## src/rtl/ddfs_sweep_ctrl.sv

```systemverilog
// ddfs_sweep_ctrl
//   Sweep sequencer in front of the ddfs core. Steps the frequency word from
//   a start value to a stop value, holding each value for a programmable
//   dwell, so the DDFS can run unattended chirps. Waveform select and divider
//   are decoded once at launch and held for the whole sweep.
//
//   Optional feature macro: DDFS_SWEEP_BIDIR_EN
//     defined   - after reaching stop the sweep walks back to start (RETURN
//                 state). stop is not repeated; start is held once more.
//     undefined - one-way sweeps only; no RETURN state is built.
//
// Ports
//   clk, rst                     clock, synchronous active-high reset
//   cfg_valid / cfg_ready        config handshake (ready only while idle)
//   cfg_fw_start, cfg_fw_stop    first / last frequency word
//   cfg_step                     step magnitude (0 behaves as 1)
//   cfg_dwell                    hold time per value minus 1
//   cfg_wave                     00 square, 01 sine, 10 triangle, 11 square
//   cfg_div                      ddfs freq_cntrl value
//   start, abort                 launch strobe (idle only), immediate stop
//   fw, sin, triang, freq_cntrl  registered drive of the ddfs core inputs
//   busy                         sweep in progress
//   sweep_done                   one-cycle pulse on normal completion
module ddfs_sweep_ctrl #(
  parameter int FW_WIDTH    = 7,
  parameter int DWELL_WIDTH = 16
) (
  input  logic                   clk,
  input  logic                   rst,
  input  logic                   cfg_valid,
  output logic                   cfg_ready,
  input  logic [FW_WIDTH-1:0]    cfg_fw_start,
  input  logic [FW_WIDTH-1:0]    cfg_fw_stop,
  input  logic [FW_WIDTH-1:0]    cfg_step,
  input  logic [DWELL_WIDTH-1:0] cfg_dwell,
  input  logic [1:0]             cfg_wave,
  input  logic [2:0]             cfg_div,
  input  logic                   start,
  input  logic                   abort,
  output logic [FW_WIDTH-1:0]    fw,
  output logic                   sin,
  output logic                   triang,
  output logic [2:0]             freq_cntrl,
  output logic                   busy,
  output logic                   sweep_done
);

`ifdef DDFS_SWEEP_BIDIR_EN
  typedef enum logic [1:0] {S_IDLE, S_DWELL, S_RETURN, S_DONE} state_t;
`else
  typedef enum logic [1:0] {S_IDLE, S_DWELL, S_DONE} state_t;
`endif

  // One step of fw toward target, saturating at target. The extra sum bit
  // catches wrap-around in either direction so it also clamps.
  function automatic logic [FW_WIDTH-1:0] step_sat(
    input logic [FW_WIDTH-1:0] cur,
    input logic [FW_WIDTH-1:0] target,
    input logic [FW_WIDTH-1:0] stp,
    input logic                up
  );
    logic [FW_WIDTH:0]   sum;
    logic [FW_WIDTH-1:0] res;
    if (up) begin
      sum = {1'b0, cur} + {1'b0, stp};
      res = (sum[FW_WIDTH] || (sum[FW_WIDTH-1:0] > target)) ? target : sum[FW_WIDTH-1:0];
    end else begin
      sum = {1'b0, cur} - {1'b0, stp};
      res = (sum[FW_WIDTH] || (sum[FW_WIDTH-1:0] < target)) ? target : sum[FW_WIDTH-1:0];
    end
    return res;
  endfunction

  state_t                 state_q, state_d;
  logic [FW_WIDTH-1:0]    fw_q, fw_d;
  logic                   sin_q, sin_d;
  logic                   triang_q, triang_d;
  logic [2:0]             freq_cntrl_q, freq_cntrl_d;
  logic                   busy_q, busy_d;
  logic                   sweep_done_q, sweep_done_d;
  logic                   cfg_ready_q, cfg_ready_d;
  logic [DWELL_WIDTH-1:0] cnt_q, cnt_d;
  logic                   dir_up_q, dir_up_d;
  // shadow configuration
  logic [FW_WIDTH-1:0]    sh_start_q, sh_start_d;
  logic [FW_WIDTH-1:0]    sh_stop_q, sh_stop_d;
  logic [FW_WIDTH-1:0]    sh_step_q, sh_step_d;
  logic [DWELL_WIDTH-1:0] sh_dwell_q, sh_dwell_d;
  logic [1:0]             sh_wave_q, sh_wave_d;
  logic [2:0]             sh_div_q, sh_div_d;

  logic [FW_WIDTH-1:0]    step_eff;

  always_comb begin
    state_d      = state_q;
    fw_d         = fw_q;
    sin_d        = sin_q;
    triang_d     = triang_q;
    freq_cntrl_d = freq_cntrl_q;
    busy_d       = busy_q;
    sweep_done_d = 1'b0;
    cfg_ready_d  = cfg_ready_q;
    cnt_d        = cnt_q;
    dir_up_d     = dir_up_q;
    sh_start_d   = sh_start_q;
    sh_stop_d    = sh_stop_q;
    sh_step_d    = sh_step_q;
    sh_dwell_d   = sh_dwell_q;
    sh_wave_d    = sh_wave_q;
    sh_div_d     = sh_div_q;

    step_eff = (sh_step_q == '0) ? {{(FW_WIDTH-1){1'b0}}, 1'b1} : sh_step_q;

    if (state_q == S_IDLE) begin
      if (cfg_valid) begin
        // A config word wins over a simultaneous start.
        sh_start_d = cfg_fw_start;
        sh_stop_d  = cfg_fw_stop;
        sh_step_d  = cfg_step;
        sh_dwell_d = cfg_dwell;
        sh_wave_d  = cfg_wave;
        sh_div_d   = cfg_div;
      end else if (start && !abort) begin
        fw_d         = sh_start_q;
        sin_d        = (sh_wave_q == 2'b01);
        triang_d     = (sh_wave_q == 2'b10);
        freq_cntrl_d = sh_div_q;
        cnt_d        = sh_dwell_q;
        dir_up_d     = (sh_start_q <= sh_stop_q);
        busy_d       = 1'b1;
        cfg_ready_d  = 1'b0;
        state_d      = S_DWELL;
      end
    end else if (abort) begin
      // fw and the waveform controls keep their current values.
      state_d     = S_IDLE;
      busy_d      = 1'b0;
      cfg_ready_d = 1'b1;
    end else begin
      case (state_q)
        S_DWELL: begin
          if (cnt_q != '0) begin
            cnt_d = cnt_q - DWELL_WIDTH'(1);
          end else if (fw_q != sh_stop_q) begin
            fw_d  = step_sat(fw_q, sh_stop_q, step_eff, dir_up_q);
            cnt_d = sh_dwell_q;
          end else begin
`ifdef DDFS_SWEEP_BIDIR_EN
            // Leaving stop steps immediately so stop is shown only once.
            if (sh_stop_q != sh_start_q) begin
              fw_d    = step_sat(fw_q, sh_start_q, step_eff, !dir_up_q);
              cnt_d   = sh_dwell_q;
              state_d = S_RETURN;
            end else begin
              sweep_done_d = 1'b1;
              state_d      = S_DONE;
            end
`else
            sweep_done_d = 1'b1;
            state_d      = S_DONE;
`endif
          end
        end
`ifdef DDFS_SWEEP_BIDIR_EN
        S_RETURN: begin
          if (cnt_q != '0) begin
            cnt_d = cnt_q - DWELL_WIDTH'(1);
          end else if (fw_q != sh_start_q) begin
            fw_d  = step_sat(fw_q, sh_start_q, step_eff, !dir_up_q);
            cnt_d = sh_dwell_q;
          end else begin
            sweep_done_d = 1'b1;
            state_d      = S_DONE;
          end
        end
`endif
        S_DONE: begin
          state_d     = S_IDLE;
          busy_d      = 1'b0;
          cfg_ready_d = 1'b1;
        end
        default: begin
          state_d     = S_IDLE;
          busy_d      = 1'b0;
          cfg_ready_d = 1'b1;
        end
      endcase
    end
  end

  always_ff @(posedge clk) begin
    if (rst) begin
      state_q      <= S_IDLE;
      fw_q         <= '0;
      sin_q        <= 1'b0;
      triang_q     <= 1'b0;
      freq_cntrl_q <= '0;
      busy_q       <= 1'b0;
      sweep_done_q <= 1'b0;
      cfg_ready_q  <= 1'b1;
      cnt_q        <= '0;
      dir_up_q     <= 1'b0;
      sh_start_q   <= '0;
      sh_stop_q    <= '0;
      sh_step_q    <= '0;
      sh_dwell_q   <= '0;
      sh_wave_q    <= '0;
      sh_div_q     <= '0;
    end else begin
      state_q      <= state_d;
      fw_q         <= fw_d;
      sin_q        <= sin_d;
      triang_q     <= triang_d;
      freq_cntrl_q <= freq_cntrl_d;
      busy_q       <= busy_d;
      sweep_done_q <= sweep_done_d;
      cfg_ready_q  <= cfg_ready_d;
      cnt_q        <= cnt_d;
      dir_up_q     <= dir_up_d;
      sh_start_q   <= sh_start_d;
      sh_stop_q    <= sh_stop_d;
      sh_step_q    <= sh_step_d;
      sh_dwell_q   <= sh_dwell_d;
      sh_wave_q    <= sh_wave_d;
      sh_div_q     <= sh_div_d;
    end
  end

  assign fw         = fw_q;
  assign sin        = sin_q;
  assign triang     = triang_q;
  assign freq_cntrl = freq_cntrl_q;
  assign busy       = busy_q;
  assign sweep_done = sweep_done_q;
  assign cfg_ready  = cfg_ready_q;

endmodule
```

## config.mk

```make
export PLATFORM = sky130hd
export DESIGN_NAME = ddfs_sweep_ctrl
export DESIGN_NICKNAME = d
export VERILOG_FILES = /design/src/rtl/ddfs_sweep_ctrl.sv
export SDC_FILE = /design/constraint.sdc
export NUM_CORES = 1
export LEC_CHECK = 0
export ABC_AREA = 1
export CAP_MARGIN = 20
export CORE_ASPECT_RATIO = 1.25
export CORE_UTILIZATION = 60
export DETAILED_ROUTE_END_ITERATION = 16
export PLACE_DENSITY = 0.95
export SLEW_MARGIN = 10
export SYNTH_ARGS = -nofsm -noshare
export SYNTH_HDL_FRONTEND = slang
export SYNTH_SLANG_ARGS = --single-unit
```

## constraint.sdc

```tcl
create_clock -name clk -period 5 [get_ports clk]
set_input_delay 1 -clock clk [delete_from_list [all_inputs] [get_ports clk]]
set_output_delay 1 -clock clk [all_outputs]
set_load 0.05 [all_outputs]
```

### After elaboration in Yosys (flattened, before gate mapping)

Cells that the tools add are included.

| operators by class | value |
|---|---|
| multiplexer cells | 36 |
| eq/ne operators | 11 |
| add/sub/neg operators | 3 |
| magnitude comparators | 3 |
| reductions and logical operators | 17 |
| bitwise gates (word level) | 2 |

Operators with widths:

| cell | count |
|---|---|
| 2-to-1 mux 16 bit | 7 |
| 2-to-1 mux 7 bit | 11 |
| nonzero test 16 bit | 1 |
| subtractor 16 x 1 -> 16 bit, second input constant | 1 |
| 2-to-1 mux 2 bit | 7 |
| 2-to-1 mux 1 bit | 11 |
| adder 7 x 7 -> 8 bit | 1 |
| != test 4 bit, second input constant | 2 |
| subtractor 7 x 7 -> 8 bit | 1 |
| greater-than comparator 7 bit | 1 |
| <= comparator 7 bit | 1 |
| zero test 7 bit | 1 |
| < comparator 7 bit | 1 |
| != test 7 bit | 1 |
| AND reduction 3 bit | 2 |
| AND reduction 6 bit | 1 |
| AND reduction 5 bit | 1 |
| OR reduction 5 bit | 1 |
| == test 2 x 1 -> 1 bit, second input constant | 2 |
| != test 2 x 1 -> 1 bit, second input constant | 2 |
| != test 2 bit, second input constant | 2 |
| AND reduction 4 bit | 1 |
| nonzero test 2 bit | 2 |
| != test 3 bit, second input constant | 1 |
| other kinds (8) | 10 |

| word-level totals | value |
|---|---|
| register bits | 76 |
| bits of input ports | 47 |
| output and inout bits | 15 |

### Depth between registers and ports, before layout

Gate-level depths: netlist of run 1.

| depth | value |
|---|---|
| depth in word-level cells | 12 |
| mapped depth | 24 |
| depth with buffers taken out | 24 |

### Worst setup path after synthesis of run 1

No wires, ideal clock.

| timing | value |
|---|---|
| path kind | register to register |
| start | register sh_step_q[3] |
| end | register fw_q[6], in the netlist fw[6] |
| buffers on the path | 0 |
| required time | 4868 ps |
| data arrival time | 2842 ps |
| cell stages (with the launch flop) | 25 |
| slack | 2026 ps |
| path through | dfxtp_1 > nor4_1 > a31o_2 > ha_1 > inv_1 > fa_1 > nand2_1 > nand2_1 > nand3_1 > nand2_1 > nand2_1 > nand2_1 > ha_1 > nand2_1 > inv_1 > a21oi_1 > nand2_1 > nand2_2 > nand2_1 > nand2_1 > nor2_1 > nor2_1 > nand2_1 > nand2_1 > a21oi_1 |

| between the ends | value |
|---|---|
| word-level cells in the longest chain between the ends | 12 |

RTL lines:

| what | line | source |
|---|---|---|
| start, declared | 87 | `logic [FW_WIDTH-1:0] sh_step_q, sh_step_d;` |
| start signal, assigned | 222 | `sh_step_q <= sh_step_d;` |
| zero test 7 bit | 112 | `step_eff = (sh_step_q == '0) ? {{(FW_WIDTH-1){1'b0}}, 1'b1} : sh_step_q;` |
| 2-to-1 mux 7 bit * | 112 |  |
| subtractor 7 x 7 -> 8 bit or adder 7 x 7 -> 8 bit (tied branches) | 68, 65 |  |
| < comparator 7 bit or greater-than comparator 7 bit (tied branches) | 69, 66 |  |
| logical OR 1 bit, on equally long branches | 69, 66 |  |
| 2-to-1 mux 7 bit, on equally long branches | 69, 66 |  |
| 2-to-1 mux 7 bit * | 64 | `if (up) begin` |
| 2-to-1 mux 7 bit * | 144 | `end else if (fw_q != sh_stop_q) begin` |
| 2-to-1 mux 7 bit * | 142 | `if (cnt_q != '0) begin` |
| 2-to-1 mux 7 bit * | 140 | `case (state_q)` |
| 2-to-1 mux 7 bit * | 134 | `end else if (abort) begin` |
| 2-to-1 mux 7 bit * | 114 | `if (state_q == S_IDLE) begin` |
| end signal, assigned | 211 | `fw_q <= fw_d;` |
| end, declared | 75 | `logic [FW_WIDTH-1:0] fw_q, fw_d;` |

Every way passes the cells marked *; elsewhere a longest branch is shown, timed or not. The select of a mux whose other input is x is not followed.
A chain may end at the register's enable or synchronous reset.

### Worst setup path after layout of run 1

| timing | value |
|---|---|
| start | register sh_step_q[3] |
| end | register fw_q[4], in the netlist fw[4] |

Same word-level chain as after synthesis.

==> results.cfg, run 1 <==
[cts]
cts_made_buffers = 9
cts.path.max_buffers = 2
postCtsHoldBufs = 0
cts.htree.levels = 3
tritoncts = built
path_clk_slew_ns = 0.08
insertion_delay_ns = 0.37
ctsRootBufferMaster = clkbuf_8
post_cts_buffers = 0
clkSinkCount = 76
ctsResizeCount = 0

[worst_setup_path]
r2r_end = fw[4]
setup.worst_path.start = sh_step_q[3]
cp.arrival_ns = 4.12
crit_path_max_fanout = 8
r2r_start = sh_step_q[3]
critPathCaptureType = register
worst_r2r_path_depth = 21
crit_path_start_kind = register
reg2reg_slack_ns = 1.18
crit_required_ns = 5.30
crit_type = reg -> reg

[place]
dp_slack_ns = 1.36
place.gp.congestion = 0.924
hpwl_mm = 9.55
portBuffers = 61

[sta]
tightest_slew_ns = 0.971
period_needed_ns = 3.82
skew_ns = 0.0145
setup_viol = 0
drv_slew = 0
whs_ns = 0.465
hold_violations = 0
finalSetupTns_ns = 0
fin_ws_ns = 1.18
fin_crit_sh_pct = 76.3
slew_headroom_pct = 35.2
fmax_ghz = 0.262
grt_setup_unrepaired = false

[pwr]
ir_drop_uv = 271
p_per_area_nw_per_um2 = 326
p_leak_nw = 2.70

[layout]
layout_commonest_cell = nand2_1
diodes = 0
num-nets-final = 862
areaGrowthSynthToFinish_pct = 16.9
drive_gt1_share_pct = 5.51
final_cell_mix = nand2_1, nor2_1, dfxtp_1, inv_1, clkdlybuf4s50_1

[global_routing]
grt_pass1_wl_mm = 21.7
grt_antenna_before_repair = 0
grt_max_degree = 67
track_usage_pct = 34.2
grt-ovfl-total = 0
grt_pass1_vias = 4862

[floorplan]
start_util_pct = 61.8
dieArea_um2 = 8400
pin_count = 62
rows = 36
core_um2 = 7790
die_h_um = 102
die_x_um = 82.2

[run]
max_cap_violations = 0

[routing]
postRouteAntennaNets = 0
vias = 4993
finalWirelength_mm = 13.0
drc = 0
routedWlPerCell_um = 14.8
drt_iter0_drc = 357
drtPass1Iterations = 6
viasPerCell = 5.70

[yosys]
synth_cell_type_count = 38
ys_warn_count = 0
synth.net_count = 817
syn_area_um2 = 4820
synth.avg_cell_area_um2 = 6.59
seq_area_frac_synth_pct = 31.6
ys_ff_latch = 76
syn_inst = 731

[hold_path]
hold_path.class = reg -> reg
min_path_cells = 2
min_to = sh_dwell_q[4]
worstHoldStart = sh_dwell_q[4]

[run_status]
outcome = finished clean
[sequential cells by signal (all words and copies together) (netlist names), 2 cells and up]
register    flops
cnt_q          16
sh_dwell_q     16
fw              7
sh_start_q      7
sh_step_q       7
sh_stop_q       7
freq_cntrl      3
sh_div_q        3
sh_wave_q       2
state_q         2
[per-stage QoR]
stage	utilization (%)	area (um^2)	cells	power [W]
after global routing	72.3	5630	876	0.00195
after CTS	72.3	5630	876	0.00183
after global placement	69.7	5430	860	0.00132
final	72.3	5630	876	0.00184
after detailed placement	69.7	5430	860	0.00135
after floorplan	-	4820	731	0.00117
[Yosys cell counts]
master / n / share of area (%)
nand2_1: 168 / 13
nor2_1: 114 / 8.9
dfxtp_1: 76 / 32
inv_1: 72 / 5.6
a21oi_1: 60 / 6.2
o21ai_0: 53 / 5.5
nand3_1: 48 / 5.0
ha_1: 37 / 9.6
clkbuf_1: 21 / 1.6
xor2_1: 15 / 2.7
o21ai_1: 8 / 0.83
buf_2: 6 / 0.62
nand2_2: 5 / 0.65
nor3_1: 4 / 0.42
or2_2: 4 / 0.52
buf_6: 3 / 0.70
nand3b_1: 3 / 0.47
nand4_1: 3 / 0.39
nor2_2: 3 / 0.39
nor3_2: 3 / 0.62
a211oi_1: 2 / 0.31
and2_1: 2 / 0.26
fa_1: 2 / 0.83
inv_2: 2 / 0.16
nor2_4: 2 / 0.47
nor4_1: 2 / 0.26
xnor2_1: 2 / 0.36
a21o_1: 1 / 0.16
a21oi_4: 1 / 0.34
a31o_2: 1 / 0.18
a31oi_1: 1 / 0.13
and3_1: 1 / 0.13
nand3_2: 1 / 0.21
o21ai_2: 1 / 0.18
o21bai_1: 1 / 0.16
o221ai_1: 1 / 0.18
or2_0: 1 / 0.13
or2_1: 1 / 0.13
[worst max-delay path, cell delays in order, from the launching register on]
cell	delay, ns
dfxtp_1	0.34
nor4_1	0.46
a31o_2	0.27
ha_1	0.26
fa_1	0.23
nand2_1	0.11
nand2_1	0.09
nand2_1	0.06
xor2_1	0.25
inv_1	0.09
ha_1	0.30
nand2_1	0.07
a21oi_1	0.06
nor2_1	0.20
nand2_1	0.08
nand2_1	0.24
nand2_2	0.19
nand2_1	0.12
nand3_1	0.08
nand2_1	0.09
nand2_1	0.05
a21oi_1	0.11
[area by class of cell]
class | count | area, um^2
Clock buffer | 10 | 138
Clock inverter | 6 | 63.8
Fill cell | 609 | 2160
Inverter | 74 | 278
Multi-Input combinational cell | 551 | 2880
Sequential cell | 76 | 1520
Tap cell | 95 | 119
Timing Repair Buffer | 64 | 633
[logic make-up after synthesis]
logic type | Yosys count | share of synthesized area, %
simple gates | 365 | 32.0
compound gates | 130 | 14.2
flops | 76 | 31.6
buf+inv | 104 | 8.72
xor+xnor | 17 | 3.09
fa+ha+maj | 39 | 10.4
[report_power, final]
part / leakage, nW / switching [W] / internal [W] / total [W]
combinational: 1.97 / 0.000416 / 0.000244 / 0.000661
clock: 0.0983 / 0.000239 / 0.000243 / 0.000482
sequential: 0.626 / 0.0000426 / 0.000652 / 0.000695
[how the worst max path moves through the flow]
stage               slack (ns)  cells after the start     to
finish                    1.18                     21  fw[4]
global route              0.92                     22  fw[1]
CTS                       1.32                     22  fw[4]
detailed placement        1.36                     22  fw[5]
global placement          1.48                     22  fw[5]
floorplan                 2.03                     24  fw[6]
[metal layers]
layer	up-vias	wire (um)	GRT usage, %
li1	2433	-	-
met4	0	572	19.8
met5	-	0	0
met2	214	6760	58.9
met3	57	757	10.0
met1	2289	4900	36.5
No activity file was read; power rests on OpenSTA's default activity.
==> run 2: changes to the inputs <==
--- a/config.mk
+++ b/config.mk
@@ -8,9 +8,9 @@
 export ABC_AREA = 1
 export CAP_MARGIN = 20
 export CORE_ASPECT_RATIO = 1.25
-export CORE_UTILIZATION = 60
+export CORE_UTILIZATION = 56
 export DETAILED_ROUTE_END_ITERATION = 16
-export PLACE_DENSITY = 0.95
+export PLACE_DENSITY = 0.9
 export SLEW_MARGIN = 10
 export SYNTH_ARGS = -nofsm -noshare
 export SYNTH_HDL_FRONTEND = slang
==> constraint.sdc (replaced) <==
create_clock -name clk -period 3.6 [get_ports clk]
set_input_delay 0.72 -clock clk [delete_from_list [all_inputs] [get_ports clk]]
set_output_delay 0.72 -clock clk [all_outputs]
set_load 0.05 [all_outputs]
==> results.cfg, run 2 (synthesis gave the netlist of run 1 again) <==
[run_status]
outcome = finished, violations left
violations = design-rule violations

[pwr]
p_leak_nw = 2.70
ir_drop_uv = 280
p_per_area_nw_per_um2 = 438

[sta]
finalSetupTns_ns = 0
slew_headroom_pct = 57.4
drv_slew = 0
grt_setup_unrepaired = false
skew_ns = 0.0104
period_needed_ns = 3.37
tightest_slew_ns = 0.639
fin_crit_sh_pct = 93.5
fmax_ghz = 0.297
setup_viol = 0
hold_violations = 0
whs_ns = 0.455

[layout]
layout_commonest_cell = nand2_1
num-nets-final = 864
regArea_um2 = 1520
diodes = 0
num-fill-cells = 738
areaGrowthSynthToFinish_pct = 16.9
multi_input_area_um2 = 2900
final_cell_mix = nand2_1, nor2_1, dfxtp_1, inv_1, clkdlybuf4s50_1
drive_gt1_share_pct = 6.00
reg.largest.list = cnt_q (16), sh_dwell_q (16)

[place]
place.gp.congestion = 0.936
portBuffers = 61
hpwl_mm = 9.36

[global_routing]
track_usage_pct = 29.5
grt-ovfl-total = 0
grt_pass1_vias = 4671
grt_max_degree = 66
grt_pass1_wl_mm = 20.9
grt_antenna_before_repair = 0

[floorplan]
dieArea_um2 = 8980
die_x_um = 85.0
start_util_pct = 58.2
die_h_um = 106
rows = 37
core_um2 = 8290
pin_count = 62

[cts]
tritoncts = built
cts.path.max_buffers = 2
post_cts_buffers = 0
ctsResizeCount = 0
insertion_delay_ns = 0.36
clkSinkCount = 76
ctsRootBufferMaster = clkbuf_8
postCtsHoldBufs = 0
path_clk_slew_ns = 0.08
cts_made_buffers = 9
cts.htree.levels = 3

[hold_path]
hold_path.class = reg -> reg
min_path_cells = 2
worstHoldStart = sh_dwell_q[2]

[worst_setup_path]
setup.worst_path.start = sh_step_q[1]
max_stage_delay_ns = 0.39
r2r_start = sh_step_q[1]
crit_top_cell = nand2_1
cpMaxStageDelayCell = fa_1
worst_r2r_path_depth = 21
crit_path_cell_trace = inv_1, a31o_2, ha_1, fa_1, nand2_1, nand2_1, nand3_1, nand3_1, nand2_1, inv_1, ha_1, a21o_1, nor2_1, nand2_1, nand2_2, nand2_2, nand2_1, nand3_1, nand2_1, nand2_1, a21oi_1
worst-path-buf-inv = 2
cpLargestDelayFamily = simple AND/OR/NAND/NOR gates
crit_type = reg -> reg
crit_required_ns = 3.90
crit_path_max_fanout = 8
critPathCaptureType = register
crit_path_start_kind = register
cp_num_cells = 21
cp.arrival_ns = 3.66

[routing]
postRouteAntennaNets = 0
drtPass1Iterations = 11
drc = 1
finalWirelength_mm = 12.7
viasPerCell = 5.61
drt_iter0_drc = 266
routedWlPerCell_um = 14.4
vias = 4939

[run]
max_cap_violations = 0
==> run 2: cell count changes in the layout (fill, tap and decap cells not counted), sizes merged <==
cell / previous run / this run
clkinv: 3 / 2
bufinv: 1 / 0
buf: 3 / 5
clkbuf: 10 / 11
inv: 74 / 75
==> run 2: path summary, 6_finish.rpt <==
kind	to	slack, ns
max	fw[6]	0.23
min	sh_dwell_q[2]	0.46
max reg2reg	fw[6]	0.23
min reg2reg	sh_dwell_q[2]	0.46
==> run 2: stage by stage <==
step	worst slack [ns]	cells	util, %	area, um^2	total power, W
6_report	0.234	880	68.0	5640	0.00247
5_1_grt	0.00506	880	68.0	5640	0.00263
3_5_place_dp	0.200	864	65.8	5450	0.00186
3_3_place_gp	0.336	864	65.8	5450	0.00183
2_1_floorplan	0.626	731	-	4820	0.00163
4_1_cts	0.179	880	67.8	5620	0.00245
==> run 2: layer usage <==
layer  vias up  part of all wire (%)  global-route usage [%]
li1       2435                     -                       -
met1      2259                    39                    32.3
met2       198                    51                    53.8
met3        47                   5.5                    4.62
met4         0                   4.1                    15.5
met5         -                     0                       0
==> run 2: cell type report <==
cell class / instances / share of cell area, %
Clock inverter: 5 / 0.666
Sequential cell: 76 / 27.0
Clock buffer: 11 / 2.33
Inverter: 74 / 4.93
Timing Repair Buffer: 66 / 11.5
Tap cell: 97 / 2.15
Multi-Input combinational cell: 551 / 51.4
==> run 2: worst min-delay path, stage by stage (launching register included) <==
cell     delay, ns
dfxtp_1       0.30
inv_1         0.06
a21oi_1       0.05
==> run 2: power by group <==
group | internal (W) | leakage (nW) | switching [W]
Clock | 0.000253 | 0.0799 | 0.000340
Sequential | 0.000906 | 0.626 | 0.0000584
Combinational | 0.000343 | 1.99 | 0.000569
